`src/rtl/biquad_coeff_pkg.sv`:
```
// Shared constants, address-map helpers and FSM encoding for the biquad coefficient loader.
// The shadow slot of an address equals its stream-order index, so slot k is streamed k-th.
package biquad_coeff_pkg;

  localparam int unsigned COEFF_PER_STAGE = 23;
  localparam int unsigned KW              = 5;
  localparam int unsigned K_LAST          = COEFF_PER_STAGE - 1;

  localparam int unsigned FIR_A_LAST = 7;
  localparam int unsigned FIR_B_BASE = 16;
  localparam int unsigned FIR_B_LAST = 24;
  localparam int unsigned IIR_BASE   = 32;
  localparam int unsigned IIR_LAST   = 35;
  localparam int unsigned INC_BASE   = 48;
  localparam int unsigned INC_LAST   = 49;

  // First stream index of each address group
  localparam int unsigned K_FIR_A = 9;
  localparam int unsigned K_IIR   = 17;
  localparam int unsigned K_INC   = 21;

  localparam logic [KW-1:0] SLOT_INVALID = 5'd31;

  typedef enum logic [2:0] {
    ST_IDLE,
    ST_LOAD,
    ST_WRITE,
    ST_GAP,
    ST_UPDATE,
    ST_DONE
  } state_e;

  function automatic logic [7:0] seq_adr(input logic [KW-1:0] k);
    int unsigned ki;
    ki = 32'(k);
    if (ki < K_FIR_A) return 8'(FIR_B_LAST - ki);
    if (ki < K_IIR)   return 8'(FIR_A_LAST + K_FIR_A - ki);
    if (ki < K_INC)   return 8'(IIR_LAST + K_IIR - ki);
    return 8'(INC_LAST + K_INC - ki);
  endfunction

  function automatic logic [KW-1:0] adr_to_slot(input logic [7:0] adr);
    int unsigned a;
    a = 32'(adr);
    if (a >= FIR_B_BASE && a <= FIR_B_LAST) return KW'(FIR_B_LAST - a);
    if (a <= FIR_A_LAST)                    return KW'(K_FIR_A + FIR_A_LAST - a);
    if (a >= IIR_BASE && a <= IIR_LAST)     return KW'(K_IIR + IIR_LAST - a);
    if (a >= INC_BASE && a <= INC_LAST)     return KW'(K_INC + INC_LAST - a);
    return SLOT_INVALID;
  endfunction

endpackage

```
`src/rtl/biquad_coeff_shadow.sv`:
```
// Shadow coefficient store: one write port, one registered read port.
// Storage itself is never reset so values survive a reset; only the read register is.
module biquad_coeff_shadow #(
  parameter int unsigned DEPTH = 46,
  parameter int unsigned AW    = 6,
  parameter int unsigned DW    = 18
) (
  input  logic          clk,
  input  logic          rst_n,
  input  logic          wr_en_i,
  input  logic [AW-1:0] wr_addr_i,
  input  logic [DW-1:0] wr_data_i,
  input  logic          rd_en_i,
  input  logic [AW-1:0] rd_addr_i,
  output logic [DW-1:0] rd_data_o
);

  logic [DW-1:0] mem_q [DEPTH];
  logic [DW-1:0] rd_data_q;

  always_ff @(posedge clk) begin
    if (wr_en_i) mem_q[wr_addr_i] <= wr_data_i;
  end

  always_ff @(posedge clk or negedge rst_n) begin
    if (!rst_n)       rd_data_q <= '0;
    else if (rd_en_i) rd_data_q <= mem_q[rd_addr_i];
  end

  assign rd_data_o = rd_data_q;

endmodule

```
`src/rtl/biquad_coeff_loader.sv`:
```
// Streams shadowed biquad coefficients into the selected stages in mandatory reverse order,
// holding each write for WR_HOLD clocks, then broadcasts a single coeff_update pulse.
module biquad_coeff_loader
  import biquad_coeff_pkg::*;
#(
  parameter int unsigned NUM_BIQUADS = 2,
  parameter int unsigned COEFF_WIDTH = 18,
  parameter int unsigned WR_HOLD     = 16
) (
  input  logic                   clk,
  input  logic                   rst_n,
  input  logic                   host_wr_i,
  input  logic [2:0]             host_stage_i,
  input  logic [7:0]             host_adr_i,
  input  logic [COEFF_WIDTH-1:0] host_dat_i,
  output logic                   host_ready_o,
  output logic                   host_err_o,
  input  logic                   commit_i,
  input  logic [NUM_BIQUADS-1:0] commit_mask_i,
  output logic                   busy_o,
  output logic                   done_o,
  output logic [7:0]             coeff_adr_o,
  output logic [COEFF_WIDTH-1:0] coeff_dat_o,
  output logic [NUM_BIQUADS-1:0] coeff_wr_o,
  output logic                   coeff_update_o
);

  localparam int unsigned SW    = (NUM_BIQUADS > 1) ? $clog2(NUM_BIQUADS) : 1;
  localparam int unsigned DEPTH = NUM_BIQUADS * COEFF_PER_STAGE;
  localparam int unsigned AW    = $clog2(DEPTH);

  state_e                 state_q;
  logic [NUM_BIQUADS-1:0] mask_q;
  logic [SW-1:0]          stage_q;
  logic [KW-1:0]          k_q;
  logic [7:0]             hold_q;
  logic                   busy_q;
  logic                   done_q;
  logic                   update_q;
  logic                   err_q;
  logic [7:0]             adr_q;
  logic [NUM_BIQUADS-1:0] wr_q;

  logic [KW-1:0]          slot_c;
  logic                   wr_accept_c;
  logic                   wr_drop_c;
  logic                   commit_accept_c;
  logic [NUM_BIQUADS-1:0] rem_c;
  logic [AW-1:0]          wr_addr_c;
  logic [AW-1:0]          rd_addr_c;
  logic                   rd_en_c;

  function automatic logic [SW-1:0] first_set(input logic [NUM_BIQUADS-1:0] m);
    logic [SW-1:0] r;
    r = '0;
    for (int i = int'(NUM_BIQUADS) - 1; i >= 0; i--) begin
      if (m[i]) r = SW'(i);
    end
    return r;
  endfunction

  // Host write qualification and shadow addressing
  always_comb begin
    slot_c          = adr_to_slot(host_adr_i);
    wr_accept_c     = host_wr_i && !busy_q && (32'(host_stage_i) < NUM_BIQUADS)
                      && (slot_c != SLOT_INVALID);
    wr_drop_c       = host_wr_i && !wr_accept_c;
    commit_accept_c = commit_i && (state_q == ST_IDLE);
    wr_addr_c       = AW'(32'(host_stage_i) * COEFF_PER_STAGE + 32'(slot_c));
    rd_addr_c       = AW'(32'(stage_q) * COEFF_PER_STAGE + 32'(k_q));
    rd_en_c         = (state_q == ST_LOAD);
    rem_c           = mask_q & ~(NUM_BIQUADS'(1) << stage_q);
  end

  biquad_coeff_shadow #(
    .DEPTH (DEPTH),
    .AW    (AW),
    .DW    (COEFF_WIDTH)
  ) u_shadow (
    .clk       (clk),
    .rst_n     (rst_n),
    .wr_en_i   (wr_accept_c),
    .wr_addr_i (wr_addr_c),
    .wr_data_i (host_dat_i),
    .rd_en_i   (rd_en_c),
    .rd_addr_i (rd_addr_c),
    .rd_data_o (coeff_dat_o)
  );

  // Sticky drop flag; a fresh drop wins over a same-cycle commit clear
  always_ff @(posedge clk or negedge rst_n) begin
    if (!rst_n) err_q <= 1'b0;
    else        err_q <= (err_q && !commit_accept_c) || wr_drop_c;
  end

  // Sequencer with registered outputs
  always_ff @(posedge clk or negedge rst_n) begin
    if (!rst_n) begin
      state_q  <= ST_IDLE;
      mask_q   <= '0;
      stage_q  <= '0;
      k_q      <= '0;
      hold_q   <= '0;
      busy_q   <= 1'b0;
      done_q   <= 1'b0;
      update_q <= 1'b0;
      adr_q    <= '0;
      wr_q     <= '0;
    end else begin
      case (state_q)
        ST_IDLE: begin
          if (commit_i) begin
            if (|commit_mask_i) begin
              mask_q  <= commit_mask_i;
              stage_q <= first_set(commit_mask_i);
              k_q     <= '0;
              busy_q  <= 1'b1;
              state_q <= ST_LOAD;
            end else begin
              done_q  <= 1'b1;
              state_q <= ST_DONE;
            end
          end
        end
        ST_LOAD: begin
          adr_q   <= seq_adr(k_q);
          wr_q    <= NUM_BIQUADS'(1) << stage_q;
          hold_q  <= '0;
          state_q <= ST_WRITE;
        end
        ST_WRITE: begin
          if (hold_q == 8'(WR_HOLD - 1)) begin
            wr_q    <= '0;
            state_q <= ST_GAP;
          end else begin
            hold_q <= hold_q + 8'd1;
          end
        end
        ST_GAP: begin
          if (32'(k_q) != K_LAST) begin
            k_q     <= k_q + KW'(1);
            state_q <= ST_LOAD;
          end else if (|rem_c) begin
            mask_q  <= rem_c;
            stage_q <= first_set(rem_c);
            k_q     <= '0;
            state_q <= ST_LOAD;
          end else begin
            update_q <= 1'b1;
            state_q  <= ST_UPDATE;
          end
        end
        ST_UPDATE: begin
          update_q <= 1'b0;
          done_q   <= 1'b1;
          state_q  <= ST_DONE;
        end
        ST_DONE: begin
          done_q  <= 1'b0;
          busy_q  <= 1'b0;
          state_q <= ST_IDLE;
        end
        default: state_q <= ST_IDLE;
      endcase
    end
  end

  assign host_ready_o   = !busy_q;
  assign host_err_o     = err_q;
  assign busy_o         = busy_q;
  assign done_o         = done_q;
  assign coeff_adr_o    = adr_q;
  assign coeff_wr_o     = wr_q;
  assign coeff_update_o = update_q;

endmodule

```
`config.mk`:
```
export PLATFORM = sky130hd
export DESIGN_NAME = biquad_coeff_loader
export DESIGN_NICKNAME = d
export VERILOG_FILES = /design/src/rtl/biquad_coeff_pkg.sv /design/src/rtl/biquad_coeff_shadow.sv /design/src/rtl/biquad_coeff_loader.sv
export SDC_FILE = /design/constraint.sdc
export NUM_CORES = 1
export LEC_CHECK = 0
export CAP_MARGIN = 20
export CORE_MARGIN = 2
export CORE_UTILIZATION = 60
export CTS_CLUSTER_DIAMETER = 30
export CTS_CLUSTER_SIZE = 10
export DETAILED_ROUTE_END_ITERATION = 8
export PLACE_DENSITY = 0.77
export SLEW_MARGIN = 20
export SYNTH_ARGS = -nofsm -noshare
export SYNTH_HDL_FRONTEND = slang
export SYNTH_HIERARCHICAL = 1
export SYNTH_SLANG_ARGS = --single-unit
```
`constraint.sdc`:
```
create_clock -name clk -period 7.95 [get_ports clk]
set_input_delay 1.9875 -clock clk [delete_from_list [all_inputs] [get_ports clk]]
set_output_delay 1.9875 -clock clk [all_outputs]
set_load 0.02 [all_outputs]
```
==> results of run 1 <==
-- layer usage --
| metal | global-route usage, % | vias to the layer above | share of wire, % |
|---|---|---|---|
| li1 | - | 7742 | - |
| met1 | 42.1 | 9851 | 37 |
| met2 | 47.5 | 1323 | 48 |
| met3 | 7.20 | 206 | 11 |
| met4 | 12.3 | 4 | 3.6 |
| met5 | 0 | - | 0.035 |
-- worst max-delay path: stages --
cell and delay (ns):
clkdlybuf4s50_1 0.59, inv_1 0.10, ha_1 0.28, o211ai_1 0.19, o21ai_0 0.12, a22o_1 0.27, fa_1 0.49, inv_1 0.07
fa_1 0.46, a21o_1 0.19, a21oi_1 0.18, xnor2_1 0.19, or3_1 0.64, nor2_2 0.58, buf_4 0.30
-- cell usage in the layout, fill, tap and decap left out, types with 26 or more instances in the layout --
master	Yosys	layout
nand2_1	56	56
clkdlybuf4s50_1	0	53
a211oi_1	26	26
dfrtp_1	51	51
o21ai_0	36	36
a22oi_1	32	32
nor2_1	71	56
nand3_1	32	32
edfxtp_1	828	828
clkbuf_16	0	152
nor2b_1	29	27
buf_4	15	67
mux4_2	184	184
mux2i_1	58	58
a21oi_1	48	48
-- kinds of logic (layout without fill, tap and decap cells) --
kind of cell               Yosys count  count (layout)  synth area share, %
DFF                                879             879                 74.8
and+or+nand+nor                    253             253                 3.70
AOI/OAI and AO/OA                  243             243                 4.79
muxes                              243             243                 13.5
buffers and inverters              122             419                 1.70
adders and majority gates           27              27                 1.10
xor gates and xnor gates            15              15                0.376
-- synthesized netlist by cell type (all sizes together) (6+ instances only) --
master and n:
clkbuf 46, ha 21, a221o 19, mux2i 58, a22oi 32, edfxtp 828
or3 8, nor2 71, o221ai 12, a21o 8, nand3 32, a21oi 48
inv 24, o21ai 44, a211o 7, dfrtp 51, a211oi 26, xnor2 12
buf 52, nor3 7, o22ai 8, fa 6, nand2 56, nor2b 30
a31oi 9, nand2b 9, mux4 184, and2 6
-- worst min-delay path by stage --
stage	startpoint	cells after the start	end
final	coeff_adr_o[6]	1	coeff_adr_o[6]
after global routing	coeff_adr_o[6]	1	coeff_adr_o[6]
after CTS	coeff_adr_o[6]	1	coeff_adr_o[6]
after detailed placement	coeff_adr_o[0]	2	coeff_adr_o[0]
after global placement	done_o	2	done_o
after floorplan	mask_q[1]	2	mask_q[1]
-- cell type report --
type | count | area [sq um]
timing repair buffer | 135 | 1140
inverter | 24 | 95.1
sequential | 879 | 26100
tap | 765 | 957
fill | 3265 | 16200
clock inverter | 81 | 865
multi-input combinational | 781 | 8310
clock buffer | 179 | 3950
-- report_power, final --
group | switching [mW] | internal [mW]
Clock | 2.14 | 3.98
Combinational | 3.86 | 2.74
Sequential | 0.171 | 5.17
Total | 6.17 | 11.9
-- sequential cells by signal, summed over array words and instances (netlist names) --
name	count
host_err_o	1
coeff_adr_o	8
coeff_wr_o	2
busy_o	1
coeff_update_o	1
k_q	5
mask_q	2
done_o	1
stage_q	1
hold_q	8
u_shadow/mem_q	828
u_shadow/rd_data_o	18
state_q	3
==> flow_summary.json, run 1 <==
{
  "peakVddDrop_uv": 453,
  "first_global_vias": 19400,
  "ios": 68,
  "critPathArrivalTime_ns": 6.63,
  "endpoint_kind": "flop",
  "reg2reg_depth": 11,
  "layout.nets": 2029,
  "area_growth_pct": 18.6,
  "dpl.hpwl_microns": 47800,
  "power_mw": 18.1,
  "drt_iter0_drc": 2829,
  "fin_util_pct": 71.8,
  "die_h_microns": 245,
  "cts_setup_buffers": 0,
  "yosysTopAreaCell": "edfxtp_1",
  "dpl_cell_area_sq_um": 36600,
  "postRouteAntennaNets": 0,
  "grt_setup_unrepaired": "false",
  "synth_area_leaders": "edfxtp_1 71%, mux4_2 12%, dfrtp_1 3.7%",
  "layout-drive-gt1-share_pct": 25.3,
  "yosysUniqueCellTypes": 68,
  "std_cell_rows": 88,
  "grt_usage_pct": 30.4,
  "start_util_pct": 60.6,
  "r2r_slack_ns": 3.23,
  "min_period_over_period_pct": 78.2,
  "detailroute.via_count": 19100,
  "postRouteWirelength_microns": 88500,
  "cap_violations": 0,
  "async_flop_share_pct": 5.80,
  "root_buffer": "clkbuf_16",
  "clk_pin_slew_worst_paths_ns": 0.05,
  "final_max_slew_viol_count": 0,
  "grt_pass1_wl_microns": 130000,
  "dpl_worst_slack_ns": 1.14,
  "startpoint": "host_adr_i[0]",
  "r2r_start": "k_q[0]",
  "endpoint": "u_shadow/mem_q[7][7]",
  "crit_fanout": 11,
  "grt_max_degree": 68,
  "synth_ff_type": "edfxtp_1",
  "die_w_microns": 245,
  "syn_area_per_cell_sq_um": 19.6,
  "post-place-cells": 2584,
  "antenna_found_initial": 3,
  "ys_seq_elements": 879,
  "core-area_sq_um": 57700,
  "synth_seq_area_share_pct": 74.8,
  "synth_top_area_share_pct": 71.1,
  "cts.sinks": 879,
  "portBuffers": 67,
  "worstMarginPinSlew_ns": 1.17,
  "r2r-end": "u_shadow/rd_data_o[10]",
  "cts_resized": 0,
  "tritoncts": "built",
  "synthesis.nets": 1844,
  "gp_congestion": 0.971,
  "hp-class": "reg2reg",
  "clock_latency_ns": 0.71,
  "vias_per_cell": 6.73,
  "maxSlewHeadroom_pct": 21.9,
  "routedWlPerCell_microns": 31.1,
  "power_density_nw_per_um2": 436,
  "fin_crit_ns": 6.22,
  "post-route-cell-area_sq_um": 41400,
  "clock_path_buffers": 3,
  "netlist_area_sq_um": 35000,
  "final.setup.tns_ns": 0,
  "p_leak_nw": 13.8,
  "n_antenna_cell": 0,
  "gr-total-overflow": 0,
  "critPathLaunchType": "input pin",
  "clock_skew_ns": 0.0204,
  "setup_viol": 0,
  "die_area_sq_um": 60200,
  "fin_ws_ns": 1.73,
  "status": "completed",
  "drtPass1Iterations": 6,
  "synth_warnings": 6,
  "cts-hold-fix-buffers": 0,
  "final_hold_viol_count": 0,
  "worst-setup-path-type": "in2reg",
  "drc_errors": 0,
  "fin_cells": 2844,
  "cts_made_buffers": 146,
  "h-tree-depth": 4,
  "syn_inst": 1782,
  "fmax_mhz": 161,
  "synth-edff-count": 828,
  "holdWs_ns": 0.485,
  "required_ns": 8.35
}
No activity file was read; power rests on OpenSTA's default activity.
==> inputs of run 2 (changes only) <==
==> constraint.sdc (replaced) <==
create_clock -name clk -period 6.1 [get_ports clk]
set_input_delay 1.525 -clock clk [delete_from_list [all_inputs] [get_ports clk]]
set_output_delay 1.525 -clock clk [all_outputs]
set_load 0.02 [all_outputs]
==> run 2 against run 1 <==
Net effect: register-to-register slack got worse by 1.2 ns; combinational power up 31%; sequential cell count is the same; clock power increased by 26%; critical path type unchanged; largest cell class unchanged.
==> flow_summary.json, run 2 (synthesis gave the netlist of run 1 again) <==
{
  "tritoncts": "built",
  "fmax_mhz": 191,
  "largest_reg_flops": 828,
  "cts_setup_buffers": 0,
  "worstHoldStart": "coeff_adr_o[7]",
  "dpl_cell_area_sq_um": 37300,
  "layout.nets": 2058,
  "cts_resized": 0,
  "die_h_microns": 245,
  "gr-total-overflow": 0,
  "endpoint_kind": "flop",
  "portBuffers": 67,
  "dpl.hpwl_microns": 49600,
  "grt_max_degree": 97,
  "postRouteWirelength_microns": 87800,
  "grt_usage_pct": 30.3,
  "post-route-cell-area_sq_um": 41900,
  "cts_made_buffers": 140,
  "final_max_slew_viol_count": 0,
  "ios": 68,
  "fillers": 3210,
  "status": "completed",
  "startpoint": "host_adr_i[0]",
  "die_w_microns": 245,
  "grt_pass1_wl_microns": 130000,
  "grt_setup_unrepaired": "false",
  "std_cell_rows": 88,
  "clk_pin_slew_worst_paths_ns": 0.05,
  "layout-drive-gt1-share_pct": 25.9,
  "worst-setup-path-type": "in2reg",
  "die_area_sq_um": 60200,
  "cts.sinks": 879,
  "vias_per_cell": 6.65,
  "cap_violations": 0,
  "h-tree-depth": 4,
  "root_buffer": "clkbuf_16",
  "final.setup.tns_ns": 0,
  "crit_fanout": 18,
  "clock_path_buffers": 3,
  "area_growth_pct": 19.9,
  "postRouteAntennaNets": 0,
  "gp_congestion": 0.945,
  "peakVddDrop_uv": 808,
  "routedWlPerCell_microns": 30.6,
  "mostFrequentLayoutCell": "edfxtp_1",
  "start_util_pct": 60.6,
  "power_mw": 23.3,
  "dpl_worst_slack_ns": 0.157,
  "fin_ws_ns": 0.870,
  "first_global_vias": 19400,
  "critPathArrivalTime_ns": 5.64,
  "clock_skew_ns": 0.0252,
  "clock_latency_ns": 0.72,
  "mostFrequentLayoutCells": "828 x edfxtp_1, 184 x mux4_2, 142 x clkbuf_16",
  "drc_errors": 0,
  "top_register": "u_shadow/mem_q",
  "fin_crit_ns": 5.23,
  "core-area_sq_um": 57700,
  "cts-hold-fix-buffers": 0,
  "drtPass1Iterations": 6,
  "p_leak_nw": 13.9,
  "required_ns": 6.51,
  "antenna_found_initial": 3,
  "final_hold_viol_count": 0,
  "power_density_nw_per_um2": 557,
  "setup_viol": 0,
  "critPathLaunchType": "input pin",
  "drt_iter0_drc": 2517,
  "detailroute.via_count": 19100,
  "min_period_over_period_pct": 85.7,
  "worstMarginPinSlew_ns": 1.11,
  "hp-class": "reg2reg",
  "r2r_start": "stage_q",
  "maxSlewHeadroom_pct": 25.8
}
==> run 2: cell types whose count changed in the layout (fill, tap and decap cells not counted), sizes merged <==
cell	change
buf	+35
clkbuf	-17
clkinv	+7
clkinvlp	-6
inv	+3
bufinv	+1
diode	+1
==> run 2: worst max-delay path, stage by stage <==
cell             delay (ns)
clkdlybuf4s50_1        0.42
buf_4                  0.16
ha_1                   0.22
o211ai_1               0.16
o21ai_0                0.11
a22o_1                 0.26
fa_1                   0.49
inv_1                  0.08
fa_1                   0.44
a21o_1                 0.18
a21oi_1                0.17
xnor2_1                0.13
buf_4                  0.16
nor4bb_1               0.45
nand2_1                0.22
nor2_1                 0.24
buf_12                 0.20
==> run 2: final timing paths <==
| path | endpoint | slack, ns | cells past startpoint |
|---|---|---|---|
| max | u_shadow/mem_q[19][14] | 0.87 | 17 |
| min | coeff_adr_o[7] | 0.48 | 1 |
| max reg2reg | u_shadow/rd_data_o[13] | 2.04 | 10 |
| min reg2reg | coeff_adr_o[7] | 0.48 | 1 |
| max in group asynchronous | u_shadow/rd_data_o[12] | 4.67 | 2 |
| min in group asynchronous | hold_q[2] | 0.95 | 2 |
==> run 2: final cells by class <==
type / instances / area (sq um) / share of cell area [%]
multi-input cells: 781 / 8300 / 19.8
inverters: 24 / 95.1 / 0.227
well taps: 765 / 957 / 2.28
clock buffers: 162 / 3650 / 8.71
clock inverters: 86 / 963 / 2.30
flip-flops and latches: 879 / 26100 / 62.4
repair buffers: 170 / 1790 / 4.28
diodes: 1 / 2.50 / 0.00597
==> run 2: layer usage <==
| metal | up-vias | global-route usage (%) | wire length (microns) |
|---|---|---|---|
| li1 | 7825 | - | - |
| met1 | 9871 | 42.4 | 32800 |
| met2 | 1203 | 46.4 | 42100 |
| met3 | 180 | 7.84 | 9660 |
| met4 | 4 | 12.4 | 3260 |
| met5 | - | 0 | 29 |
==> run 2: power by group <==
part,switching [mW],internal [mW]
clock,2.78,4.94
sequential,0.225,6.74
combinational,5.00,3.65
==> run 2: stage by stage <==
step | util [%] | hold WS [ns] | std cells
floorplan | - | 0.457 | 1782
global placement | 64.6 | 0.467 | 2618
detailed placement | 64.6 | 0.472 | 2618
CTS | 72.6 | 0.483 | 2866
global route | 72.6 | 0.489 | 2867
finish | 72.6 | 0.483 | 2868
